### src/rtl/clap_detector.sv
// clap_detector
//   Watches a multi-channel audio sample stream and declares a "clap" when
//   MIN_HITS consecutive accepted samples have at least one channel whose
//   magnitude is strictly above threshold. After a clap, HOLDOFF accepted
//   samples are ignored so that one acoustic event is counted only once.
//
// Optional feature: define CLAP_DETECTOR_DOUBLE_EN to add the double_clap
//   output. It pulses with clap_pulse when a clap is declared no more than
//   DOUBLE_WIN accepted samples after the previous clap.
//
// Ports
//   CLOCK_50           in   system clock, rising edge
//   resetn             in   asynchronous active-low reset
//   enable             in   detection enable; low forces IDLE and stops reads
//   threshold          in   unsigned magnitude threshold
//   audio_in_available in   upstream FIFO has a sample on every channel
//   audio_in           in   NUM_CH samples, channel 0 in the LSBs
//   read_audio_in      out  pop strobe; the sample is accepted while high
//   clap_pulse         out  one-cycle pulse, one cycle after the deciding read
//   clap_count         out  saturating clap counter
//   peak_level         out  largest magnitude since reset / clear_peak
//   clear_peak         in   synchronous clear of peak_level
//   busy               out  FSM is not IDLE
//   state_dbg          out  raw FSM state (0 IDLE, 1 ATTACK, 2 HOLD)
//   double_clap        out  (CLAP_DETECTOR_DOUBLE_EN only) double-clap pulse
//
// Handshake: a sample is consumed in every cycle where read_audio_in is high.
// read_audio_in = enable & audio_in_available & !(read last cycle), so pops
// are spaced at least two cycles apart and audio_in must be valid while
// audio_in_available is high.
module clap_detector #(
  parameter int DATA_WIDTH = 32,
  parameter int NUM_CH     = 2,
  parameter int MIN_HITS   = 3,
  parameter int HOLDOFF    = 4800,
  parameter int CNT_W      = 8
`ifdef CLAP_DETECTOR_DOUBLE_EN
  ,
  parameter int DOUBLE_WIN = 24000
`endif
) (
  input  logic                         CLOCK_50,
  input  logic                         resetn,
  input  logic                         enable,
  input  logic [DATA_WIDTH-1:0]        threshold,
  input  logic                         audio_in_available,
  input  logic [NUM_CH*DATA_WIDTH-1:0] audio_in,
  output logic                         read_audio_in,
  output logic                         clap_pulse,
  output logic [CNT_W-1:0]             clap_count,
  output logic [DATA_WIDTH-1:0]        peak_level,
  input  logic                         clear_peak,
  output logic                         busy,
  output logic [1:0]                   state_dbg
`ifdef CLAP_DETECTOR_DOUBLE_EN
  ,
  output logic                         double_clap
`endif
);

  localparam int HIT_W  = (MIN_HITS > 1) ? $clog2(MIN_HITS) : 1;
  localparam int HOLD_W = (HOLDOFF > 1) ? $clog2(HOLDOFF) : 1;
  localparam logic [DATA_WIDTH-1:0] MOST_NEG = {1'b1, {(DATA_WIDTH-1){1'b0}}};
  localparam logic [DATA_WIDTH-1:0] MAX_MAG  = {1'b0, {(DATA_WIDTH-1){1'b1}}};

  typedef enum logic [1:0] {
    S_IDLE   = 2'd0,
    S_ATTACK = 2'd1,
    S_HOLD   = 2'd2
  } state_t;

  state_t                state;
  logic [HIT_W-1:0]      hit_cnt;
  logic [HOLD_W-1:0]     hold_cnt;
  logic                  read_q;
  logic                  accept;
  logic                  hot;
  logic                  declare;
  logic [DATA_WIDTH-1:0] max_mag;
  logic [DATA_WIDTH-1:0] smp;
  logic [DATA_WIDTH-1:0] mag;

  // Gated with resetn so no pop is ever issued while reset is held.
  assign read_audio_in = resetn & enable & audio_in_available & ~read_q;
  assign accept        = read_audio_in;
  assign busy          = (state != S_IDLE);
  assign state_dbg     = state;

  // Per-channel magnitude; the most negative code has no positive twin and
  // is clamped to the largest positive value.
  always_comb begin
    hot     = 1'b0;
    max_mag = '0;
    smp     = '0;
    mag     = '0;
    for (int c = 0; c < NUM_CH; c++) begin
      smp = audio_in[c*DATA_WIDTH +: DATA_WIDTH];
      if (smp == MOST_NEG)         mag = MAX_MAG;
      else if (smp[DATA_WIDTH-1])  mag = ~smp + 1'b1;
      else                         mag = smp;
      if (mag > threshold) hot = 1'b1;
      if (mag > max_mag)   max_mag = mag;
    end
  end

  // A clap is declared on the accepted hot sample that completes the run.
  always_comb begin
    declare = 1'b0;
    if (accept && hot) begin
      if (state == S_IDLE && MIN_HITS == 1)
        declare = 1'b1;
      else if (state == S_ATTACK && (int'(hit_cnt) + 1 >= MIN_HITS))
        declare = 1'b1;
    end
  end

  always_ff @(posedge CLOCK_50 or negedge resetn) begin
    if (!resetn) begin
      read_q <= 1'b0;
    end else begin
      read_q <= read_audio_in;
    end
  end

  always_ff @(posedge CLOCK_50 or negedge resetn) begin
    if (!resetn) begin
      peak_level <= '0;
    end else if (clear_peak) begin
      peak_level <= accept ? max_mag : '0;
    end else if (accept && max_mag > peak_level) begin
      peak_level <= max_mag;
    end
  end

  always_ff @(posedge CLOCK_50 or negedge resetn) begin
    if (!resetn) begin
      state      <= S_IDLE;
      hit_cnt    <= '0;
      hold_cnt   <= '0;
      clap_pulse <= 1'b0;
      clap_count <= '0;
    end else begin
      clap_pulse <= 1'b0;
      if (declare) begin
        clap_pulse <= 1'b1;
        if (clap_count != '1) clap_count <= clap_count + 1'b1;
      end
      if (!enable) begin
        state    <= S_IDLE;
        hit_cnt  <= '0;
        hold_cnt <= '0;
      end else if (accept) begin
        case (state)
          S_IDLE: begin
            if (declare) begin
              state    <= S_HOLD;
              hold_cnt <= '0;
            end else if (hot) begin
              state   <= S_ATTACK;
              hit_cnt <= HIT_W'(1);
            end
          end
          S_ATTACK: begin
            if (declare) begin
              state    <= S_HOLD;
              hit_cnt  <= '0;
              hold_cnt <= '0;
            end else if (hot) begin
              hit_cnt <= hit_cnt + 1'b1;
            end else begin
              state   <= S_IDLE;
              hit_cnt <= '0;
            end
          end
          S_HOLD: begin
            // Level is ignored here; only the sample count matters.
            if (int'(hold_cnt) >= HOLDOFF - 1) begin
              state    <= S_IDLE;
              hold_cnt <= '0;
            end else begin
              hold_cnt <= hold_cnt + 1'b1;
            end
          end
          default: begin
            state    <= S_IDLE;
            hit_cnt  <= '0;
            hold_cnt <= '0;
          end
        endcase
      end
    end
  end

`ifdef CLAP_DETECTOR_DOUBLE_EN
  localparam int WIN_W = $clog2(DOUBLE_WIN + 1);

  // gap_cnt counts accepted samples after the last clap and parks at
  // DOUBLE_WIN, which marks the window as expired.
  logic [WIN_W-1:0] gap_cnt;
  logic             have_prev;

  always_ff @(posedge CLOCK_50 or negedge resetn) begin
    if (!resetn) begin
      gap_cnt     <= '0;
      have_prev   <= 1'b0;
      double_clap <= 1'b0;
    end else begin
      double_clap <= 1'b0;
      if (declare) begin
        double_clap <= have_prev && (gap_cnt < WIN_W'(DOUBLE_WIN));
        have_prev   <= 1'b1;
        gap_cnt     <= '0;
      end else if (accept && gap_cnt < WIN_W'(DOUBLE_WIN)) begin
        gap_cnt <= gap_cnt + 1'b1;
      end
    end
  end
`endif

endmodule

### config.mk
export PLATFORM = sky130hd
export DESIGN_NAME = clap_detector
export DESIGN_NICKNAME = d
export VERILOG_FILES = /design/src/rtl/clap_detector.sv
export SDC_FILE = /design/constraint.sdc
export NUM_CORES = 1
export LEC_CHECK = 0
export BUFFER_PORTS_ARGS = -buffer_cell sky130_fd_sc_hd__buf_4
export CORE_UTILIZATION = 45
export CTS_BUF_LIST = sky130_fd_sc_hd__clkbuf_4 sky130_fd_sc_hd__clkbuf_8
export CTS_CLUSTER_DIAMETER = 200
export DETAILED_ROUTE_END_ITERATION = 16
export GPL_ROUTABILITY_DRIVEN = 0
export GPL_TIMING_DRIVEN = 0
export PLACE_DENSITY = 0.67
export RECOVER_POWER = 25
export SYNTH_ARGS = -nofsm -noshare
export SYNTH_HDL_FRONTEND = slang
export SYNTH_SLANG_ARGS = --single-unit
### constraint.sdc
create_clock -name CLOCK_50 -period 3.2 [get_ports CLOCK_50]
set_input_delay 0.16 -clock CLOCK_50 [delete_from_list [all_inputs] [get_ports CLOCK_50]]
set_output_delay 0.16 -clock CLOCK_50 [all_outputs]
set_load 0.05 [all_outputs]
==> results_dict.tcl <==
set metrics [dict create \
    synth-edff-count 0 \
    clock_root_buffer "sky130_fd_sc_hd__clkbuf_8" \
    die_width_microns 132.6 \
    p_per_area_nw_per_um2 308.0 \
    postSynth.topFlopCell "sky130_fd_sc_hd__dfrtp_1" \
    min_period_ps 5833 \
    ys_seq_elements 59 \
    worst-path-buf-inv 11 \
    power_report.internal_total_uw 2088 \
    antenna_cells_inserted 0 \
    layout-drive-gt1-share_pct 39.23 \
    crit_slowest_cell "sky130_fd_sc_hd__or4_4" \
    clock_insertion_delay_worst_skew_ps 370 \
    timing.setup.critical_path_class "input pin to flop" \
    setup_viol 59 \
    timing.slew.headroom_pct -0.3742 \
    maxCapViolations 1 \
    syn_avg_cell_area_sq_um 8.007 \
    synth_area_leaders "sky130_fd_sc_hd__ha_1 (22%), sky130_fd_sc_hd__dfrtp_1 (19%), sky130_fd_sc_hd__inv_1 (6.7%), sky130_fd_sc_hd__mux2i_1 (4.6%), sky130_fd_sc_hd__xor2_1 (4.6%)" \
    path_clk_slew_ps 80 \
    vdd_drop_max_mv 0.2580 \
    detailed_place_hpwl_microns 18890 \
    synth_commonest_cells "sky130_fd_sc_hd__inv_1 (137), sky130_fd_sc_hd__ha_1 (134), sky130_fd_sc_hd__nand2_1 (86)" \
    max_stage_delay_ps 530 \
    detail-route-antenna-nets 0 \
    remaining_routing_drc_violations 0 \
    post_drt_via_cell_ratio 5.817 \
    max_clock_freq_mhz 171.5 \
    post_synthesis_cells 958 \
    nets 1418 \
    ff_latch_area_sq_um 1476 \
    placedCellCount 1322 \
    final.setup_skew_ps 17.10 \
    routedWlPerCell_microns 18.75 \
    power.switching_uw 1523 \
    synth.lib_cells_used.distinct 63 \
    critical_path.endpoint_type "flop" \
    floorplan.die_area_sq_um 17570 \
    clock_network_power_share_pct 20.1 \
    tritoncts_num_sinks 59 \
    initial_util_pct 46.09 \
    io_buffer_count 144 \
    drtPass1Iterations 5 \
    die_height_microns 132.6 \
    hold_violations 0 \
    initial_antenna_violation_count 0 \
    failed_checks "capacitance limit, slew limit, setup timing" \
    path_common_cell "sky130_fd_sc_hd__buf_6" \
    syn_nets 1193 \
    critical_path_arrival_ps 6080 \
    critPathRequiredTime_ps 3450 \
    count_of_routing_violations_after_the_opening_detailed_route_iteration 585 \
    globalRouteOverflowTotal 0 \
    setup_ws_ps -2633 \
    multiInputGateArea_sq_um 7117 \
    leading_area_contributor_after_synthesis "sky130_fd_sc_hd__ha_1" \
    ios 146 \
    syn2layout_area_growth_pct 52.81 \
    grt_usage_pct 29.17 \
    drt-total-wl_microns 26390 \
    area_share_of_the_largest_cell_type_after_synthesis_pct 21.86 \
    worst_path_dominant_cell_family "simple AND/OR/NAND/NOR gates" \
    grt_pass1_vias 7850 \
    grt_pass1_wl_microns 40480 \
    path_max_fanout 6 \
    worst_pin_slew_ps 1506 \
    netSwitchingFraction_pct 42.18 \
    mappedNetlistArea_sq_um 7671 \
    core_footprint_sq_um 16640 \
    std_cell_rows 47 \
    timing.critical_path.from_type "input pin" \
    holdCritPathClass "input pin to flop" \
    clk_path_buf_depth 2 \
    tot_pwr_uw 3611 \
    asyncSetResetFlopFracSynth_pct 100.0 \
    cts_max_level 3 \
    fill_cells 1293 \
    slew_viol_final 60 \
    yosys_warn_count 0 \
    synth_most_common_cell "sky130_fd_sc_hd__inv_1" \
    number_of_buffers_inserted_during_clock_tree_synthesis 9 \
    unrepaired_setup_endpoints_after_global_routing "yes" \
    fraction_of_power_consumed_by_sequential_logic_pct 22.0 \
    total_leakage_power_uw 0.005473 \
    grt_max_degree 61 \
    yosysSeqAreaShare_pct 19.25 \
    layout_worst_path_cycle_share_pct 182.3 \
    power.combinational.fraction_pct 57.9 \
    finalSetupTns_ps -106950 \
    route.vias.total 8191 \
    cts_tree "built" \
    final_cells 1408 \
    run_status "finished, violations left" \
]
## final cells by class
type,count,area share [%]
Inverter,137,4.536
Multi-Input combinational cell,734,60.71
Tap cell,220,2.348
Sequential cell,59,12.59
Clock inverter,7,0.6511
Buffer,26,2.711
Clock buffer,9,1.057
Timing Repair Buffer,216,15.39
## sequential cells by signal, indices dropped and copies added, names as in the netlist
| name | cells |
|---|---|
| state_dbg | 2 |
| peak_level | 32 |
| hit_cnt | 2 |
| clap_pulse | 1 |
| read_q | 1 |
| clap_count | 8 |
| hold_cnt | 13 |
## stage by stage
| stage | instance area [sq um] | utilization (%) | hold slack [ps] | setup slack, ps |
|---|---|---|---|---|
| 3_5_place_dp | 9348 | 56.17 | 286.4 | -4233 |
| 5_1_grt | 11720 | 70.44 | 221.3 | -2829 |
| 2_1_floorplan | 7991 | - | -135.6 | -2379 |
| 3_3_place_gp | 9348 | 56.17 | 279.3 | -4233 |
| 6_report | 11720 | 70.44 | 172.9 | -2633 |
| 4_1_cts | 10880 | 65.38 | 121.0 | -2464 |
## layout by cell type (no fill, tap or decap), drive strengths merged, types with 3 or more instances in the layout
| master | n |
|---|---|
| a211oi | 7 |
| a21boi | 4 |
| a21o | 23 |
| a21oi | 55 |
| a221oi | 3 |
| a22oi | 3 |
| a31oi | 6 |
| and3 | 13 |
| buf | 221 |
| clkbuf | 28 |
| dfrtp | 59 |
| ha | 134 |
| inv | 139 |
| mux2 | 4 |
| mux2i | 35 |
| nand2 | 86 |
| nand2b | 7 |
| nand3 | 21 |
| nand4 | 36 |
| nor2 | 30 |
| nor2b | 10 |
| nor3 | 20 |
| nor3b | 10 |
| nor4 | 6 |
| o211ai | 8 |
| o21a | 6 |
| o21ai | 48 |
| o2bb2ai | 33 |
| o31a | 4 |
| o31ai | 15 |
| o41ai | 5 |
| or2 | 5 |
| or3 | 15 |
| or4 | 8 |
| xnor2 | 10 |
| xor2 | 40 |
## metal layers
| layer | vias to the layer above | GRT usage [%] | wire [microns] |
|---|---|---|---|
| li1 | 3928 | - | - |
| met1 | 3917 | 37.73 | 11580 |
| met2 | 286 | 49.62 | 12700 |
| met3 | 60 | 4.330 | 1332 |
| met4 | 0 | 9.706 | 780 |
| met5 | - | 0 | 0 |
## worst reg2reg max path, delay by kind of cell, from the launching register on
kind,cells,cell delay (ps)
DFF,1,390
buffers and inverters,1,560
adders and majority gates,1,210
and+or+nand+nor,4,860
AOI/OAI and AO/OA,4,700
## power by group through the flow
stage          clock network [uW]  registers, uW  logic [uW]
3_3_place_gp                    0            803        1450
5_1_grt                       770            797        2260
6_report                      727            794        2090
3_5_place_dp                    0            803        1480
2_1_floorplan                   0            877         932
4_1_cts                       737            790        1840
## what timing repair did
item / CTS / global route
resized for setup: 177 / 120
hold buffers: 1 / 0
pin swaps: 48 / 56
endpoints found under the setup margin: 58 / 58
setup buffers: 44 / 21
hold endpoints to repair: 59 / 0
gates cloned: 6 / 2
## path summary, 6_finish.rpt
check / from / slack [ps] / cells past startpoint / endpoint
worst max-delay path: audio_in[17] / -2630 / 32 / peak_level[5]$_DFFE_PN0P_
worst min-delay path: enable / 170 / 3 / state_dbg[0]$_DFFE_PN0P_
worst max register to register: hold_cnt[0]$_DFFE_PN0P_ / 350 / 10 / state_dbg[1]$_DFFE_PN0P_
worst min register to register: clap_count[4]$_DFFE_PN0P_ / 500 / 1 / clap_count[4]$_DFFE_PN0P_
max in group asynchronous: resetn / 1600 / 2 / peak_level[29]$_DFFE_PN0P_
min in group asynchronous: resetn / 700 / 2 / peak_level[6]$_DFFE_PN0P_
## cells by family after synthesis
group,share of synthesized area (%)
xor gates and xnor gates,5.709
DFF,19.25
and+or+nand+nor,18.69
AOI/OAI and AO/OA,20.99
adders and majority gates,21.86
muxes,5.154
buffers and inverters,8.351
(Power assumes the default switching activity.)
